$ cat src/rtl/rf_pkg.sv
// Shared definitions for the pipelined-core register file.
// Defaults: XLEN_D data width, NREGS_D register count, AW_D address width.
// rf_rst_val gives the reset image of one register.
package rf_pkg;

  localparam int unsigned XLEN_D  = 32;
  localparam int unsigned NREGS_D = 32;
  localparam int unsigned AW_D    = $clog2(NREGS_D);

  typedef logic [XLEN_D-1:0] rf_word_t;
  typedef logic [AW_D-1:0]   rf_addr_t;

  // Legacy bring-up images preload reg[i] = i. Register 0 is always 0.
  function automatic int unsigned rf_rst_val(input int unsigned idx, input bit rst_idx);
    return (rst_idx && (idx != 0)) ? idx : 0;
  endfunction

endpackage

$ cat src/rtl/rf_scoreboard.sv
// Per-register busy scoreboard used for hazard detection.
// Ports: clk, rst_n (async active-low), i_clr_en/i_clr_addr (writeback clears),
//        i_set_en/i_set_addr (issue reserves), o_busy (all busy bits),
//        o_all_clear (no register busy).
// A set and a clear on the same register in one cycle leave it busy:
// the new producer wins. Register 0 can never become busy.
module rf_scoreboard
  import rf_pkg::*;
#(
  parameter int unsigned NREGS = NREGS_D,
  localparam int unsigned AW   = $clog2(NREGS)
) (
  input  logic             clk,
  input  logic             rst_n,
  input  logic             i_clr_en,
  input  logic [AW-1:0]    i_clr_addr,
  input  logic             i_set_en,
  input  logic [AW-1:0]    i_set_addr,
  output logic [NREGS-1:0] o_busy,
  output logic             o_all_clear
);

  logic [NREGS-1:0] r_busy;
  logic [NREGS-1:0] w_busy_nxt;

  // Next busy state: clear first, then set so the set takes priority.
  always_comb begin
    w_busy_nxt = r_busy;
    if (i_clr_en && (i_clr_addr != '0)) w_busy_nxt[i_clr_addr] = 1'b0;
    if (i_set_en && (i_set_addr != '0)) w_busy_nxt[i_set_addr] = 1'b1;
  end

  always_ff @(posedge clk or negedge rst_n) begin
    if (!rst_n) r_busy <= '0;
    else        r_busy <= w_busy_nxt;
  end

  assign o_busy      = r_busy;
  assign o_all_clear = ~|r_busy;

endmodule

$ cat src/rtl/pipe_reg_file.sv
// Register file for the pipelined core: NRD combinational read ports, one
// synchronous write port, and a busy scoreboard for in-flight producers.
// Ports: clk, rst_n (async active-low), rd_addr/rd_data/rd_busy (packed per port),
//        wr_en/wr_addr/wr_data (writeback), rsv_en/rsv_addr (issue reservation),
//        all_clear (no register busy).
// Optional feature macro: RF_BYPASS_EN enables write-through forwarding of the
// write port onto matching read ports in the same cycle.
module pipe_reg_file
  import rf_pkg::*;
#(
  parameter int unsigned XLEN    = XLEN_D,
  parameter int unsigned NREGS   = NREGS_D,
  parameter int unsigned NRD     = 2,
  parameter int unsigned RST_IDX = 0,
  localparam int unsigned AW     = $clog2(NREGS)
) (
  input  logic                clk,
  input  logic                rst_n,
  input  logic [NRD*AW-1:0]   rd_addr,
  output logic [NRD*XLEN-1:0] rd_data,
  output logic [NRD-1:0]      rd_busy,
  input  logic                wr_en,
  input  logic [AW-1:0]       wr_addr,
  input  logic [XLEN-1:0]     wr_data,
  input  logic                rsv_en,
  input  logic [AW-1:0]       rsv_addr,
  output logic                all_clear
);

  logic [XLEN-1:0]  r_regs [NREGS];
  logic [NREGS-1:0] w_busy;

  // Storage; register 0 is never written and is masked on read as well.
  always_ff @(posedge clk or negedge rst_n) begin
    if (!rst_n) begin
      for (int unsigned i = 0; i < NREGS; i++)
        r_regs[i] <= XLEN'(rf_rst_val(i, RST_IDX != 0));
    end else if (wr_en && (wr_addr != '0)) begin
      r_regs[wr_addr] <= wr_data;
    end
  end

  rf_scoreboard #(.NREGS(NREGS)) u_sb (
    .clk        (clk),
    .rst_n      (rst_n),
    .i_clr_en   (wr_en),
    .i_clr_addr (wr_addr),
    .i_set_en   (rsv_en),
    .i_set_addr (rsv_addr),
    .o_busy     (w_busy),
    .o_all_clear(all_clear)
  );

  // Independent read ports.
  for (genvar k = 0; k < NRD; k++) begin : g_rd
    logic [AW-1:0]   w_ra;
    logic [XLEN-1:0] w_data;
    logic            w_bsy;

    assign w_ra = rd_addr[k*AW +: AW];

    always_comb begin
      w_data = (w_ra == '0) ? '0 : r_regs[w_ra];
      w_bsy  = w_busy[w_ra];
`ifdef RF_BYPASS_EN
      // The value being written this cycle is already final, so it is not busy.
      if (wr_en && (wr_addr == w_ra) && (wr_addr != '0)) begin
        w_data = wr_data;
        w_bsy  = 1'b0;
      end
`endif
    end

    assign rd_data[k*XLEN +: XLEN] = w_data;
    assign rd_busy[k]              = w_bsy;
  end

endmodule

$ cat config.mk
export PLATFORM = sky130hd
export DESIGN_NAME = pipe_reg_file
export DESIGN_NICKNAME = d
export VERILOG_FILES = /design/src/rtl/rf_pkg.sv /design/src/rtl/rf_scoreboard.sv /design/src/rtl/pipe_reg_file.sv
export SDC_FILE = /design/constraint.sdc
export NUM_CORES = 2
export LEC_CHECK = 0
export CORE_MARGIN = 2
export CORE_UTILIZATION = 55
export CTS_CLUSTER_SIZE = 40
export DETAILED_ROUTE_END_ITERATION = 10
export DONT_BUFFER_PORTS = 1
export PLACE_DENSITY_LB_ADDON = 0.25
export SLEW_MARGIN = 20
export SYNTH_ARGS = -nofsm -noshare
export SYNTH_HDL_FRONTEND = slang
export SYNTH_SLANG_ARGS = --single-unit
$ cat constraint.sdc
create_clock -name clk -period 2.5 [get_ports clk]
set_input_delay 0.25 -clock clk [delete_from_list [all_inputs] [get_ports clk]]
set_output_delay 0.25 -clock clk [all_outputs]
set_load 0.05 [all_outputs]
# After elaboration in Yosys (flattened, before gate mapping)
# Index checks and enable logic that the tools add are counted.
# totals
reg_bits,1056
latch_bits,0
ram_bits,0
rom_bits,0
inputBits,56
output_inout_bits,67
wordCells,81
mem_count,0
# op_classes
addsub,0
mul,0
div_mod_pow,0
n_lt_le_gt_ge,10
n_eq_ne,0
shift,0
mux,21
bitwise_logic,6
reduce_logical,11
# op_table
op,count
1024-bit bitwise mux,1
32-bit binary-select mux with 5-bit select,2
32-bit 2-to-1 mux,9
32-bit demux with 5-bit select,1
32-bit bitwise AND,1
32-bit NOT,1
32-bit bitwise OR,1
32-bit OR reduction,1
5-bit by 6-bit < comparator with 1-bit output (second input constant),4
6-bit >= comparator (second input constant),3
5-bit NOT with 6-bit output,3
1-bit binary-select mux with 5-bit select,2
1-bit demux with 5-bit select,2
5-bit by 1-bit >= comparator with 1-bit output (second input constant),2
5-bit logical NOT,2
5-bit nonzero test,2
6-bit by 1-bit < comparator with 1-bit output (second input constant),1
1-bit logical AND,5
1-bit 2-to-1 mux,4
1-bit logical NOT,1

# Logic depth before layout (Yosys ltp)
# depth
ltp_word,9
depth_mapped,9
depth_no_buf,4

# By module
# Synthesis repeated with hierarchy kept, for this count alone.
# unflattened
cells_unflattened,3801
area_unflattened_um2,56171.4
# modules_own_cells
mod,instances,cells_per_inst,area_each_um2,seq_area_each_um2
pipe_reg_file,1,3667,54807.6,25624.6
rf_scoreboard,1,134,1363.8,800.8

# Worst setup path after synthesis
# OpenSTA, ideal clock, no wires.
# synth_timing
kind,input to output
from,input rd_addr[6]
to,output rd_data[48]
arrival_ns,2.775
required_ns,2.250
setup_slack_ns,-0.525
stages,8
cell_sequence,buf_2 > buf_2 > buf_4 > nor2b_1 > buf_2 > a221oi_1 > o21ai_0 > a311oi_1
# synth_via
elab_chain_len,5
# synth_lines
element,line,rtl
from (decl),pipe_reg_file.sv:19,"input logic [NRD*AW-1:0] rd_addr,"
5-bit NOT with 6-bit output (not written as such),pipe_reg_file.sv:63,w_data = (w_ra == '0) ? '0 : r_regs[w_ra];
32-bit binary-select mux with 5-bit select,pipe_reg_file.sv:63,
32-bit 2-to-1 mux (not written as such) (2 in series),pipe_reg_file.sv:63,
32-bit 2-to-1 mux *,pipe_reg_file.sv:63,
to (decl),pipe_reg_file.sv:20,"output logic [NRD*XLEN-1:0] rd_data,"
# Every way passes the cells marked *; elsewhere a longest branch is shown, timed or not. The select of a mux whose other input is x is not followed.

# Worst setup path in the final report
# layout_timing
from,register r_regs[67] (netlist name)
to,output rd_data[3]
# layout_via
elab_chain_len,4
# layout_lines
element,line,rtl
from (decl),pipe_reg_file.sv:30,logic [XLEN-1:0] r_regs [NREGS];
"from (signal, indexed assignment)",pipe_reg_file.sv:37,"r_regs[i] <= XLEN'(rf_rst_val(i, RST_IDX != 0));"
"from (signal, indexed assignment)",pipe_reg_file.sv:39,r_regs[wr_addr] <= wr_data;
32-bit binary-select mux with 5-bit select,pipe_reg_file.sv:63,
32-bit 2-to-1 mux (not written as such) (2 in series),pipe_reg_file.sv:63,
32-bit 2-to-1 mux,pipe_reg_file.sv:63,
# No other way between the ends. The select of a mux whose other input is x is not followed.

==> impl_summary.log <==
INFO  metric synth.mux.area_fraction = 0.417
INFO  metric cell_at_the_root_of_the_clock_tree = clkbuf_16
INFO  metric grt_usage = 0.343
INFO  metric timing.clock.skew = 0 ns
INFO  metric tritoncts = done
INFO  metric antenna_found_initial = 4
INFO  metric buffer_levels_on_the_longest_clock_path = 3
INFO  metric fraction_of_post_synthesis_cell_area_in_the_top_cell_type_by_area = 0.469
INFO  metric postSynthCellCount = 3943
INFO  metric yosysUniqueCellTypes = 43
INFO  metric slew_headroom = 0.237
INFO  metric violated_checks = negative hold slack, negative setup slack
INFO  metric synth-seq-cells = 1056
INFO  metric post_synth.cell_area_avg = 14.3 um2
INFO  metric vias_in_the_first_global_route = 39000
INFO  metric place.detailed.hpwl = 93.5 mm
INFO  metric routed_wire_length_per_instance = 32.9 um
INFO  metric finalSetupViolations = 65
INFO  metric finalWirelength = 178 mm
INFO  metric flip_flop_cell_with_the_highest_count_after_synthesis = dfrtp_1
INFO  metric r2r-start = u_sb.o_busy[19]
INFO  metric dr_total_vias = 37900
INFO  metric timing.final.crit_share = 1.11
INFO  metric timing.critical_path.required = 2.25 ns
INFO  metric ctsHoldBuffers = 44
INFO  metric critical_path.max_fanout = 2
INFO  metric syn-num-nets = 3999
INFO  metric synth_top_family_by_area = multiplexers
INFO  metric report.power.total = 52.3 mW
INFO  metric timing.setup.tns = -8.40 ns
INFO  metric wire_length_of_the_first_global_routing_pass = 264 mm
INFO  metric clock_latency_at_the_later_pin_of_the_worst_skew_pair = 0.69 ns
INFO  metric detailedRoute.firstPassIterationCount = 6
INFO  metric share_of_the_synthesized_netlist_area_taken_by_xor_and_xnor_gates = 0
INFO  metric detail_route.drc_violations = 0
INFO  metric crit_type = reg -> out
INFO  metric grt_max_degree = 1057
INFO  metric crit_path_start_kind = flip-flop
INFO  metric static-leakage-power = 28.6 nW
INFO  metric synth_fa_ha_area_frac = 0
INFO  metric layout_stage_area_growth_over_the_synthesis_result = 17.0%
INFO  metric cap_viol_max_count = 0
INFO  metric synth_compound_gate_area_share = 0.0533
INFO  metric die_width = 324 um
INFO  metric vias_per_cell = 7.01
INFO  metric synth_sequential_area_ratio = 0.469
INFO  metric first_iter_violations = 4043
INFO  metric power.density_cell_area = 794 nW/um2
INFO  metric globalRoute.totalOverflow = 0
INFO  metric die-area = 105000 um2
INFO  metric drtAntennaViolNets = 0
INFO  metric status = finished, violations left
INFO  metric cts_made_buffers = 114
INFO  metric final.hold.worst_slack = -0.753 ns
INFO  metric maximum_clock_frequency = 360 MHz
INFO  metric place_inst = 5036
INFO  metric synth_edf_count = 0
INFO  metric nets = 4000
INFO  metric crit_path_end_kind = output pin
INFO  metric initial_utilization = 0.554
INFO  metric post_synth_instance_area = 56300 um2
INFO  metric final_cell_count_no_fill = 5406
INFO  metric timing.hold.worst.class = in -> async
INFO  metric cp-startpoint = r_regs[67]
INFO  metric final_critical_path_setup_slack = -0.275 ns
INFO  metric gp_congestion = 0.804
INFO  metric ir_worst_vdd = 0.000616 V
INFO  metric asyncSetResetFlopFracSynth = 1.00
INFO  metric final_layout_size_suffix_gt1_frac = 0.532
INFO  metric top_level_ports = 123
INFO  metric detailedPlace.worstSlack = 0.136 ns
INFO  metric core_region_area = 102000 um2
INFO  metric worst_pin_slew = 1.14 ns
INFO  metric htree_levels = 3
INFO  metric post_synth_and_or_nand_nor_area_fraction = 0.0240
INFO  metric die-height = 324 um
INFO  metric setup_repair_after_global_routing_missed_its_margin = yes
INFO  metric timing_hold_violations_final = 593
INFO  metric row_count = 117
INFO  metric cp_data_arrival_time = 2.52 ns
INFO  metric fin_crit = 2.77 ns
INFO  metric synth-warning-count = 0
INFO  metric timing.final.max_slew_violations = 0
INFO  metric synth.top_cells.by_area = dfrtp_1 (47%), mux2_2 (21%), mux4_2 (15%)
INFO  metric tritoncts_num_sinks = 1056
INFO  metric synth_top_cell_by_area = dfrtp_1
INFO  metric clkSlewWorstSetupHoldPaths = 0.06 ns
INFO  metric port_buffers = 0
-- final timing paths --
check	end	slack [ns]	cells past startpoint
worst max-delay path	rd_data[3]	-0.27	6
worst max register to register	u_sb.o_busy[19]	1.17	2
worst min register to register	r_regs[992]	0.39	0
min in group clk	u_sb.o_busy[29]	0.02	3
worst min-delay path	u_sb.o_busy[1]	-0.75	0
max in group asynchronous	r_regs[1011]	1.43	2
-- synth_stat cells (8+ instances only) --
cell / instances
mux2_2: 1058
dfrtp_1: 1056
mux4_2: 372
mux2i_1: 320
clkbuf_1: 248
buf_2: 153
nand2_1: 126
o21ai_0: 68
a211oi_1: 64
a22oi_1: 64
o221ai_1: 64
a221oi_1: 44
nor2b_1: 40
nand4_1: 36
a21oi_1: 32
a311oi_1: 32
buf_1: 32
nor2_1: 22
buf_4: 20
o2111ai_1: 20
a22o_1: 9
nor4_1: 8
-- placed cells by master, fill, tap and decap left out, drive strengths merged, types with 44 or more instances in the layout --
cell type  instances
a211oi            64
a221oi            44
a22oi             64
buf              304
clkbuf           163
dfrtp           1056
mux2            1058
mux2i            320
mux4             372
nand2            126
o21ai             68
o221ai            64
-- stage by stage --
step	area (um2)	hold slack (ns)	util
finish	65900	-0.753	0.649
floorplan	56700	-0.0456	-
CTS	65200	-0.687	0.641
global route	65900	-0.780	0.649
detailed placement	58900	0.0645	0.580
global placement	58900	0.0748	0.580
-- critical path: stages (launching register included) --
cell	delay, ns
dfrtp_1	0.39
mux4_2	0.47
mux2_4	0.30
a221oi_4	0.30
buf_6	0.15
a211oi_2	0.04
buf_6	0.16
-- kinds of logic (layout without fill, tap and decap cells) --
group	Yosys count	after routing
AOI/OAI and AO/OA	405	405
buffers and inverters	463	557
DFF	1056	1056
muxes	1750	1750
other	0	1
and+or+nand+nor	269	269
-- per-layer routing --
layer / GRT usage / vias to the layer above / routed length (um) / part of all wire
li1: - / 15200 / - / -
met1: 0.464 / 20300 / 70400 / 0.40
met2: 0.545 / 1855 / 84300 / 0.47
met3: 0.0732 / 471 / 15300 / 0.086
met4: 0.139 / 6 / 7860 / 0.044
met5: 0 / - / 38 / 0.00021
-- flip-flops by register name, indices dropped and copies added (netlist names) --
name         cells
u_sb.o_busy     32
r_regs        1024
-- final cells by class --
class	instances	area (um2)
well taps	1368	1710
repair buffers	341	3770
clock inverters	46	684
diodes	1	2.50
clock buffers	163	3280
inverters	7	28.8
flip-flops and latches	1056	26400
multi-input cells	2424	30000
fillers	7292	35700
-- power by group --
part	leakage, nW	internal, mW	switching [mW]
sequential	13.5	20.4	2.49
combinational	13.1	6.90	4.62
clock	1.94	10.7	7.21
total	28.6	38.0	14.3
-- what timing repair did --
| action | in CTS | in global routing |
|---|---|---|
| setup endpoints to repair | 66 | 66 |
| gates resized for setup | 267 | 65 |
| hold endpoints to repair | 2079 | 593 |
| buffers inserted | 89 | 29 |
| pin swaps | 44 | 55 |
Power figures use the tool's default switching activity.
